**src/rtl/memory_store_rmw.sv**
```systemverilog
// memory_store_rmw: store path into a word-wide memory without byte enables.
// Word stores are written directly; byte/half stores do read-modify-write.
// Optional feature macro: MEMORY_STORE_MISALIGN_EN (misaligned word/half
// requests are aborted with err instead of being silently aligned).

`ifndef MEMORY_DATA_W
`define MEMORY_DATA_W 32
`endif
`ifndef MEMORY_WRAP_TYP_W
`define MEMORY_WRAP_TYP_W  3
`define MEMORY_WRAP_TYP_BS 3'd0
`define MEMORY_WRAP_TYP_BU 3'd1
`define MEMORY_WRAP_TYP_HS 3'd2
`define MEMORY_WRAP_TYP_HU 3'd3
`define MEMORY_WRAP_TYP_WS 3'd4
`endif

module memory_store_rmw #(
   parameter int unsigned DATA_W = `MEMORY_DATA_W,
   parameter int unsigned ADDR_W = 32
) (
   input  logic                          clk,
   input  logic                          rst_n,
   input  logic                          req_valid,
   output logic                          req_ready,
   input  logic [`MEMORY_WRAP_TYP_W-1:0] req_typ,
   input  logic [ADDR_W-1:0]             req_addr,
   input  logic [DATA_W-1:0]             req_data,
   output logic [ADDR_W-3:0]             mem_addr,
   output logic                          mem_re,
   input  logic [DATA_W-1:0]             mem_rdata,
   output logic                          mem_we,
   output logic [DATA_W-1:0]             mem_wdata,
   output logic                          done,
   output logic                          err
);

   localparam int unsigned TYP_W = `MEMORY_WRAP_TYP_W;

   typedef enum logic [2:0] {
      ST_IDLE  = 3'd0,
      ST_READ  = 3'd1,
      ST_WAIT  = 3'd2,
      ST_WRITE = 3'd3,
      ST_ERR   = 3'd4
   } state_e;

   state_e              state_q, state_d;
   logic [TYP_W-1:0]    typ_q;
   logic [ADDR_W-1:0]   addr_q;
   logic [DATA_W-1:0]   wdata_q;
   logic [DATA_W-1:0]   merged_c;
   logic [ADDR_W-1:0]   req_addr_c;
   logic                accept_c;
   logic                req_byte_c;
   logic                req_half_c;
   logic                req_sub_c;
   logic                misalign_c;
   logic                ready_q, ready_d;
   logic                re_q, re_d;
   logic                we_q, we_d;
   logic                done_q, done_d;

   assign accept_c  = (state_q == ST_IDLE) && req_valid;
   assign req_ready = ready_q;
   assign mem_re    = re_q;
   assign mem_we    = we_q;
   assign done      = done_q;
   assign mem_addr  = addr_q[ADDR_W-1:2];
   assign mem_wdata = wdata_q;

   // Decode the incoming request: access size, misalignment, aligned address
   always_comb begin
      req_byte_c = (req_typ == `MEMORY_WRAP_TYP_BS) || (req_typ == `MEMORY_WRAP_TYP_BU);
      req_half_c = (req_typ == `MEMORY_WRAP_TYP_HS) || (req_typ == `MEMORY_WRAP_TYP_HU);
      req_sub_c  = req_byte_c || req_half_c;
      req_addr_c = req_addr;
`ifdef MEMORY_STORE_MISALIGN_EN
      misalign_c = (!req_sub_c && (req_addr[1:0] != 2'b00)) || (req_half_c && req_addr[0]);
`else
      misalign_c = 1'b0;
      if (!req_sub_c) begin
         req_addr_c[1:0] = 2'b00;
      end else if (req_half_c) begin
         req_addr_c[0] = 1'b0;
      end
`endif
   end

   // Little-endian lane merge of the latched store data into the read word
   always_comb begin
      merged_c = mem_rdata;
      if ((typ_q == `MEMORY_WRAP_TYP_BS) || (typ_q == `MEMORY_WRAP_TYP_BU)) begin
         case (addr_q[1:0])
            2'd0:    merged_c[7:0]   = wdata_q[7:0];
            2'd1:    merged_c[15:8]  = wdata_q[7:0];
            2'd2:    merged_c[23:16] = wdata_q[7:0];
            default: merged_c[31:24] = wdata_q[7:0];
         endcase
      end else if ((typ_q == `MEMORY_WRAP_TYP_HS) || (typ_q == `MEMORY_WRAP_TYP_HU)) begin
         if (addr_q[1]) begin
            merged_c[31:16] = wdata_q[15:0];
         end else begin
            merged_c[15:0] = wdata_q[15:0];
         end
      end else begin
         merged_c = wdata_q;
      end
   end

   // State register
   always_ff @(posedge clk or negedge rst_n) begin
      if (!rst_n) begin
         state_q <= ST_IDLE;
      end else begin
         state_q <= state_d;
      end
   end

   // Next-state logic
   always_comb begin
      state_d = state_q;
      case (state_q)
         ST_IDLE: begin
            if (req_valid) begin
               if (misalign_c) begin
                  state_d = ST_ERR;
               end else if (req_sub_c) begin
                  state_d = ST_READ;
               end else begin
                  state_d = ST_WRITE;
               end
            end
         end
         ST_READ:  state_d = ST_WAIT;
         ST_WAIT:  state_d = ST_WRITE;
         ST_WRITE: state_d = ST_IDLE;
         ST_ERR:   state_d = ST_IDLE;
         default:  state_d = ST_IDLE;
      endcase
   end

   // Output decode from the upcoming state so the strobes come out of flops
   always_comb begin
      ready_d = (state_d == ST_IDLE);
      re_d    = (state_d == ST_READ);
      we_d    = (state_d == ST_WRITE);
      done_d  = (state_d == ST_WRITE) || (state_d == ST_ERR);
   end

   // Output registers
   always_ff @(posedge clk or negedge rst_n) begin
      if (!rst_n) begin
         ready_q <= 1'b1;
         re_q    <= 1'b0;
         we_q    <= 1'b0;
         done_q  <= 1'b0;
      end else begin
         ready_q <= ready_d;
         re_q    <= re_d;
         we_q    <= we_d;
         done_q  <= done_d;
      end
   end

`ifdef MEMORY_STORE_MISALIGN_EN
   logic err_q, err_d;

   // Abort flag qualifying done
   always_comb begin
      err_d = (state_d == ST_ERR);
   end

   // Abort flag register
   always_ff @(posedge clk or negedge rst_n) begin
      if (!rst_n) begin
         err_q <= 1'b0;
      end else begin
         err_q <= err_d;
      end
   end

   assign err = err_q;
`else
   assign err = 1'b0;
`endif

   // Request latch; write data is replaced by the merged word once read data returns
   always_ff @(posedge clk or negedge rst_n) begin
      if (!rst_n) begin
         typ_q   <= '0;
         addr_q  <= '0;
         wdata_q <= '0;
      end else if (accept_c) begin
         typ_q   <= req_typ;
         addr_q  <= req_addr_c;
         wdata_q <= req_data;
      end else if (state_q == ST_WAIT) begin
         wdata_q <= merged_c;
      end
   end

endmodule
```
**config.mk**
```make
export PLATFORM = sky130hd
export DESIGN_NAME = memory_store_rmw
export DESIGN_NICKNAME = d
export VERILOG_FILES = /design/src/rtl/memory_store_rmw.sv
export SDC_FILE = /design/constraint.sdc
export NUM_CORES = 1
export LEC_CHECK = 0
export ABC_CLOCK_PERIOD_IN_PS = 2200
export CORE_ASPECT_RATIO = 1.5
export CORE_MARGIN = 5
export CORE_UTILIZATION = 42
export DETAILED_ROUTE_END_ITERATION = 8
export GPL_ROUTABILITY_DRIVEN = 0
export PLACE_DENSITY = 0.9
export SYNTH_ARGS = -nofsm -noshare
export SYNTH_HDL_FRONTEND = slang
export SYNTH_SLANG_ARGS = --single-unit
```
**constraint.sdc**
```tcl
create_clock -name clk -period 2.2 [get_ports clk]
set_input_delay 0.33 -clock clk [delete_from_list [all_inputs] [get_ports clk]]
set_output_delay 0.33 -clock clk [all_outputs]
set_load 0.05 [all_outputs]
```
==> results.cfg, run 1 <==
[floorplan]
core_um2 = 8780
dieArea_um2 = 10900
fp.dieW_um = 87.0
start_util_pct = 42.6
placementRows = 42
die_h_um = 125
ios = 169

[min_path]
hold_class = reg2reg

[clocking]
h-tree-depth = 3
path_clk_slew_ns = 0.05
clk_latency_ns = 0.33
clock_sinks = 73
cts_tree = built
clock_path_buffers = 2
cts_resized = 0
cts-root-buf = clkbuf_16
cts_buffers = 9

[critical_path]
crit_arrival_ns = 1.69
worstPathRequired_ns = 1.87
max_stage_delay_ns = 0.87
worstPathMaxFanout = 5
crit_family = buffers and inverters
cp_cell_sequence = clkdlybuf4s50_1
cp-start-kind = register
criticalPathCategory = reg2out
worst-path-buf-inv = 1
endpoint_kind = output port
crit_slowest_cell = clkdlybuf4s50_1

[route]
vias = 3306
totalWireLength_um = 11000
detail_route.wl_per_cell_um = 16.6
viasPerCell = 4.99
drc_errors = 0
drt_first_pass_iters = 4
postRouteAntennaNets = 0
drt_first_iter_violations = 95

[sta]
skew_ns = 0.00789
tightestPinTransition_ns = 0.738
timing.final.crit_share_pct = 92.0
slew_headroom_pct = 50.5
finalMaxSlewViolations = 0
fmaxAchievable_ghz = 0.494
setup_viol = 0
min_period_ns = 2.02
final_hold_viol_count = 0
rsz0062_at_grt = no

[grt]
grt_max_degree = 53
grt_pass1_vias = 3415
grt-ovfl-total = 0
grtUsageTotal_pct = 20.2
grt_pass1_wl_um = 16900
antenna_found_initial = 0

[final_layout]
n_antenna_cell = 0
nets = 650
drive_above_1_share_pct = 10.8
fillers = 700
stdcell_count = 663
utilization_pct = 64.2
area.growth.synth_to_final_pct = 50.8

[flow_run]
maxCapViolCount = 0

[placed_design]
io_buffers = 166
placedCellCount = 646
hpwl_um = 8520

[status]
status = completed

[yosys]
ys_ff_latch = 73
avgSynthCellArea_um2 = 9.18
ys_seq_area_share_pct = 48.9
synth_cell_types = 32
synth_cells = 407
yosys_warnings = 0
syn_area_um2 = 3730

[power]
p_leak_nw = 2.61
powerDensity_nw_per_um2 = 1210
vdd_drop_max_mv = 0.733
-- synth_stat cells --
cell | n | area share (%)
or4b_1 | 2 | 0.54
o21ai_0 | 8 | 1.1
buf_6 | 3 | 0.90
a211oi_1 | 10 | 2.0
mux2i_1 | 16 | 4.3
mux2_2 | 16 | 4.8
buf_4 | 32 | 6.4
nand2_1 | 143 | 14
or3b_2 | 1 | 0.23
a21oi_2 | 1 | 0.23
a211o_1 | 8 | 1.9
conb_1 | 1 | 0.10
dfrtp_1 | 72 | 48
nor2_1 | 16 | 1.6
o31ai_2 | 1 | 0.33
nand3b_1 | 1 | 0.20
nor4b_4 | 1 | 0.64
nor2_2 | 6 | 1.0
o21ai_1 | 1 | 0.13
a31oi_1 | 8 | 1.3
buf_2 | 9 | 1.2
o21a_1 | 1 | 0.20
a21oi_1 | 16 | 2.1
clkbuf_1 | 5 | 0.50
nor2b_1 | 11 | 1.8
nor3_1 | 1 | 0.13
nor4_1 | 2 | 0.33
nand3_1 | 1 | 0.13
nor4b_2 | 1 | 0.40
dfstp_2 | 1 | 0.70
a22oi_1 | 8 | 1.6
buf_1 | 4 | 0.40
-- cells by family (layout without fill, tap and decap cells) --
| family | after synthesis | after routing | synth area share, % |
|---|---|---|---|
| AND/OR/NAND/NOR | 186 | 186 | 21.4 |
| flip-flops | 73 | 73 | 48.9 |
| AO/OA/AOI/OAI | 62 | 62 | 11.0 |
| buffers and inverters | 53 | 198 | 9.45 |
| multiplexers | 32 | 32 | 9.11 |
| other | 1 | 2 | 0.100 |
-- worst paths after layout --
kind,start,end,slack [ns],cells after the start
max reg2reg,state_q[2],mem_wdata[10],0.22,5
max in group asynchronous,rst_n,req_ready,1.07,3
min reg2reg,addr_q[8],addr_q[8],0.47,2
max,mem_wdata[2],mem_wdata[2],0.18,1
min in group asynchronous,rst_n,addr_q[20],0.49,2
min,addr_q[8],addr_q[8],0.47,2
-- through the flow --
stage          power, mW  TNS [ns]  setup slack (ns)  hold WS, ns  instance area [µm²]
6_report            6.81         0             0.175        0.474                 5630
3_5_place_dp        5.45    -0.449           -0.0638        0.306                 5330
4_1_cts             6.89         0             0.165        0.475                 5630
5_1_grt             7.13         0             0.129        0.493                 5630
3_3_place_gp        5.37  -0.00130          -0.00130        0.295                 5330
2_1_floorplan       4.28         0             0.457       0.0344                 3740
-- layout by cell type, fill, tap and decap left out, types with 2 or more instances in the layout --
| cell type | Yosys | routed |
|---|---|---|
| a211o_1 | 8 | 8 |
| a211oi_1 | 10 | 10 |
| a21oi_1 | 16 | 16 |
| a22oi_1 | 8 | 8 |
| a31oi_1 | 8 | 8 |
| buf_12 | 0 | 3 |
| buf_4 | 32 | 13 |
| clkbuf_16 | 0 | 9 |
| clkdlybuf4s50_1 | 0 | 165 |
| clkinv_2 | 0 | 4 |
| conb_1 | 1 | 2 |
| dfrtp_1 | 72 | 72 |
| mux2_2 | 16 | 16 |
| mux2i_1 | 16 | 16 |
| nand2_1 | 143 | 143 |
| nor2_1 | 16 | 16 |
| nor2_2 | 6 | 6 |
| nor2b_1 | 11 | 11 |
| nor4_1 | 2 | 2 |
| o21ai_0 | 8 | 8 |
-- power by group --
group          internal, mW  leakage (nW)  switching, mW  total [mW]
combinational          1.22          1.58           2.09        3.31
clock                 0.870         0.146          0.523        1.39
sequential             1.75         0.885          0.358        2.11
-- layout make-up --
cell class              count  area, µm²  area share (%)
flip-flops and latches     73       1830            32.5
clock buffers              10        229            4.07
well taps                 110        138            2.44
repair buffers            182       1820            32.3
multi-input cells         282       1560            27.7
clock inverters             6       58.8            1.04
-- registers in the layout, summed over array words and instances (netlist names) --
register   count
done           1
addr_q        32
mem_we         1
req_ready      1
mem_re         1
typ_q          2
mem_wdata     32
state_q        3
-- per-layer routing --
layer  vias to the layer above  GRT usage [%]  routed length, µm
met1                      1513           22.6               4180
li1                       1613              -                  -
met5                         -              0                  0
met4                         0           9.17                333
met3                        24           5.92                846
met2                       156           34.5               5680
-- repair_timing --
item	4_1_cts	5_1_grt
hold buffers	1	0
setup buffers	0	0
endpoints found under the hold margin	32	0
Power figures use the tool's default switching activity.
==> inputs of run 2 (changes only) <==
--- a/config.mk
+++ b/config.mk
@@ -11,7 +11,7 @@
 export CORE_UTILIZATION = 42
 export DETAILED_ROUTE_END_ITERATION = 8
 export GPL_ROUTABILITY_DRIVEN = 0
-export PLACE_DENSITY = 0.9
+export PLACE_DENSITY = 0.81
 export SYNTH_ARGS = -nofsm -noshare
 export SYNTH_HDL_FRONTEND = slang
 export SYNTH_SLANG_ARGS = --single-unit
==> results.cfg, run 2 (synthesis gave the netlist of run 1 again) <==
[status]
status = completed

[floorplan]
core_um2 = 8780
fp.dieW_um = 87.0
dieArea_um2 = 10900
placementRows = 42
die_h_um = 125
ios = 169
start_util_pct = 42.6

[route]
drt_first_pass_iters = 5
totalWireLength_um = 10700
drc_errors = 0
detail_route.wl_per_cell_um = 16.2
viasPerCell = 5.01
drt_first_iter_violations = 124
postRouteAntennaNets = 0
vias = 3329

[final_layout]
nets = 651
n_antenna_cell = 0
utilization_pct = 64.4
final_cell_mix = clkdlybuf4s50_1, nand2_1, dfrtp_1
area.growth.synth_to_final_pct = 51.4
mostFrequentLayoutCell = clkdlybuf4s50_1
fillers = 728
drive_above_1_share_pct = 10.6

[critical_path]
worstPathRequired_ns = 1.87
worstPathMaxFanout = 5
crit_arrival_ns = 1.67
max_stage_delay_ns = 0.86
r2r_cells = 5
cp-start-kind = register
r2r_end = mem_wdata[10]
crit_slowest_cell = clkdlybuf4s50_1
endpoint_kind = output port
crit_family = buffers and inverters
r2r_setup_slack_ns = 0.31
crit_cells = 1
criticalPathCategory = reg2out
reg2reg_from = state_q[1]
cp_cell_sequence = clkdlybuf4s50_1
worst-path-buf-inv = 1

[sta]
min_period_ns = 2.00
skew_ns = 0.00553
tightestPinTransition_ns = 0.546
fmaxAchievable_ghz = 0.499
setup_ws_ns = 0.197
finalMaxSlewViolations = 0
final_hold_viol_count = 0
rsz0062_at_grt = no
slew_headroom_pct = 63.5
worst_hold_slack_ns = 0.474
setup_tns_ns = 0
timing.final.crit_share_pct = 91.0
setup_viol = 0

[flow_run]
maxCapViolCount = 0

[placed_design]
io_buffers = 166
pre_cts_ws_ns = -0.00357
hpwl_um = 8070

[clocking]
cts_setup_buffers = 0
clock_path_buffers = 2
cts-root-buf = clkbuf_16
cts_buffers = 9
path_clk_slew_ns = 0.05
clk_latency_ns = 0.32
postCtsHoldBufs = 1
clock_sinks = 73
cts_resized = 0
h-tree-depth = 3
cts_tree = built

[grt]
grt-ovfl-total = 0
grtUsageTotal_pct = 19.6
antenna_found_initial = 0
grt_pass1_vias = 3420
grt_max_degree = 67
grt_pass1_wl_um = 16800

[power]
p_leak_nw = 2.62
p_total_mw = 6.78
powerDensity_nw_per_um2 = 1200
vdd_drop_max_mv = 0.814

[min_path]
hold_class = reg2reg
worstHoldPathCells = 2
worstHoldStart = addr_q[31]
whs_endpoint = addr_q[31]
## run 2: metrics by stage
stage | cells | instance area, µm²
floorplan | 408 | 3740
global placement | 647 | 5350
detailed placement | 647 | 5350
CTS | 664 | 5650
global route | 664 | 5650
finish | 664 | 5650
## run 2: where the power goes
part	leakage (nW)	switching [mW]	internal [mW]
Combinational	1.59	2.06	1.21
Sequential	0.885	0.359	1.75
Clock	0.144	0.500	0.905
## run 2: cell type report
cell class	instances	area (µm²)	area share, %
sequential	73	1830	32.3
tap	110	138	2.43
multi-input combinational	282	1560	27.6
timing repair buffer	183	1840	32.5
clock buffer	13	250	4.43
clock inverter	3	40.0	0.708
## run 2: worst max path at each step
stage,start,end
5_1_grt,mem_wdata[2],mem_wdata[2]
3_5_place_dp,req_valid,mem_wdata[10]
3_3_place_gp,req_valid,mem_wdata[10]
2_1_floorplan,state_q[2],mem_wdata[15]
6_report,mem_wdata[2],mem_wdata[2]
4_1_cts,mem_wdata[2],mem_wdata[2]
## run 2: routing by layer
| layer | vias up | global-route usage [%] | routed length, µm |
|---|---|---|---|
| met5 | - | 0 | 0 |
| met4 | 0 | 7.80 | 221 |
| met3 | 15 | 4.28 | 803 |
| met2 | 134 | 34.9 | 5580 |
| met1 | 1572 | 22.2 | 4130 |
| li1 | 1608 | - | - |
==> inputs of run 3 (changes only) <==
--- a/config.mk
+++ b/config.mk
@@ -5,10 +5,11 @@
 export SDC_FILE = /design/constraint.sdc
 export NUM_CORES = 1
 export LEC_CHECK = 0
+export ABC_AREA = 1
 export ABC_CLOCK_PERIOD_IN_PS = 2200
 export CORE_ASPECT_RATIO = 1.5
 export CORE_MARGIN = 5
-export CORE_UTILIZATION = 42
+export CORE_UTILIZATION = 44
 export DETAILED_ROUTE_END_ITERATION = 8
 export GPL_ROUTABILITY_DRIVEN = 0
 export PLACE_DENSITY = 0.81
==> results.cfg, run 3 <==
[final_layout]
drive_above_1_share_pct = 6.03
mostFrequentLayoutCell = nand2_1
nets = 827
area.growth.synth_to_final_pct = 42.6
final_cell_mix = nand2_1, clkdlybuf4s50_1, dfrtp_1
n_antenna_cell = 0

[route]
viasPerCell = 4.87
detail_route.wl_per_cell_um = 14.2
postRouteAntennaNets = 0
totalWireLength_um = 12000
drt_first_pass_iters = 6
drc_errors = 0
vias = 4102
drt_first_iter_violations = 246

[yosys]
synth_edf_count = 0
yosys.area.top_type = dfrtp_1
synth-main-ff-cell = dfrtp_1
synth_cells = 593
synthTopCellsByArea = dfrtp_1, nand2_1, nand3_1
yosysMostFrequentCell = nand2_1
ys_top_cells_by_count = nand2_1, dfrtp_1, nand3_1, inv_1, nor2_1
yosys_warnings = 0
syn_area_um2 = 4180
ys_ff_latch = 73
avgSynthCellArea_um2 = 7.05
async_flop_share_pct = 100
synth_top_area_share_pct = 43.1
ys_seq_area_share_pct = 43.7
synth_cell_types = 24

[grt]
grt_pass1_vias = 4209
grt_max_degree = 67
grtUsageTotal_pct = 21.5
grt-ovfl-total = 0
grt_pass1_wl_um = 19500
antenna_found_initial = 0

[placed_design]
pre_cts_ws_ns = 0.121
hpwl_um = 9230
io_buffers = 166

[clocking]
cts-root-buf = clkbuf_16
clk_latency_ns = 0.33
cts_buffers = 9
cts_tree = built
postCtsHoldBufs = 0
h-tree-depth = 3
cts_setup_buffers = 0
clock_path_buffers = 2
path_clk_slew_ns = 0.06
clock_sinks = 73
cts_resized = 0

[floorplan]
dieArea_um2 = 11600
die_h_um = 129
placementRows = 43
fp.dieW_um = 89.6
ios = 169
core_um2 = 9250
start_util_pct = 45.2

[critical_path]
worstPathMaxFanout = 5
crit_family = buffers and inverters
worstPathRequired_ns = 1.87
cp_cell_sequence = clkdlybuf4s50_1
worst-path-buf-inv = 1
r2r_cells = 7
endpoint_kind = output port
crit_arrival_ns = 1.69
endpoint = mem_wdata[3]
crit_start = mem_wdata[3]
crit_slowest_cell = clkdlybuf4s50_1
crit_cells = 1
r2r_end = mem_wdata[10]
r2r_setup_slack_ns = 0.45
cp-start-kind = register
max_stage_delay_ns = 0.87
criticalPathCategory = reg2out
reg2reg_from = state_q[1]

[sta]
fmaxAchievable_ghz = 0.494
min_period_ns = 2.02
slew_headroom_pct = 53.5
tightestPinTransition_ns = 0.697
setup_tns_ns = 0
timing.final.crit_share_pct = 92.0
finalMaxSlewViolations = 0
skew_ns = 0.00994
rsz0062_at_grt = no
worst_hold_slack_ns = 0.0244
setup_viol = 0
final_hold_viol_count = 0
setup_ws_ns = 0.177

[power]
clockPowerShare_pct = 16.2
seq_power_share_pct = 28.0
power.switching_mw = 4.02
p_sw_share_pct = 48.8
p_leak_nw = 3.03
combPwrFrac_pct = 55.8
intPower_mw = 4.22
vdd_drop_max_mv = 0.950
powerDensity_nw_per_um2 = 1380

[min_path]
hold_class = in2async

[status]
status = completed

[flow_run]
maxCapViolCount = 0
-- run 3: cell count changes in the layout (fill, tap and decap cells not counted), sizes merged, moves of 10 or more --
cell / before / now
mux2i: 16 / 0
nor2b: 11 / 0
mux2: 16 / 0
inv: 0 / 54
a211oi: 10 / 0
nand3: 1 / 54
nor2: 22 / 42
nand2: 143 / 274
-- run 3: power by group through the flow --
stage | clock (mW) | sequential, mW | combinational [mW]
after floorplan | 0 | 3.24 | 2.35
after global placement | 0 | 2.30 | 4.55
after detailed placement | 0 | 2.32 | 4.61
after CTS | 1.36 | 2.31 | 4.63
after global routing | 1.43 | 2.38 | 4.93
final | 1.33 | 2.31 | 4.60
-- run 3: how the worst min path moves through the flow --
stage | startpoint | to
after floorplan | rst_n | addr_q[0]
after global placement | rst_n | mem_wdata[9]
after detailed placement | rst_n | mem_wdata[11]
after CTS | rst_n | mem_wdata[11]
after global routing | rst_n | mem_wdata[11]
final | rst_n | mem_wdata[11]
-- run 3: final cells by class --
cell class	count	area (µm²)
fillers	783	3290
flip-flops and latches	73	1830
repair buffers	176	1760
multi-input cells	411	1760
clock buffers	11	243
inverters	54	203
well taps	112	140
clock inverters	5	31.3
-- run 3: per-layer routing --
metal / GRT usage, % / up-vias / wire, µm
met5: 0 / - / 0
met1: 24.4 / 1831 / 4420
met4: 8.94 / 0 / 376
met2: 37.4 / 199 / 6210
li1: - / 2044 / -
met3: 5.47 / 28 / 953
-- run 3: cell families (layout without fill, tap and decap cells) --
kind of cell,count (synthesis),in the layout,share of synthesized area [%]
and+or+nand+nor,379,379,37.3
buffers and inverters,110,246,14.3
DFF,73,73,43.7
AOI/OAI and AO/OA,30,30,4.58
other,1,2,0.0897
-- run 3: per-stage QoR --
stage	utilization, %	cells	power, mW	cell area [µm²]
detailed placement	61.5	826	6.93	5690
global placement	61.5	826	6.84	5690
finish	64.4	842	8.24	5960
global route	64.4	842	8.73	5960
CTS	64.4	842	8.29	5960
floorplan	-	594	5.60	4180
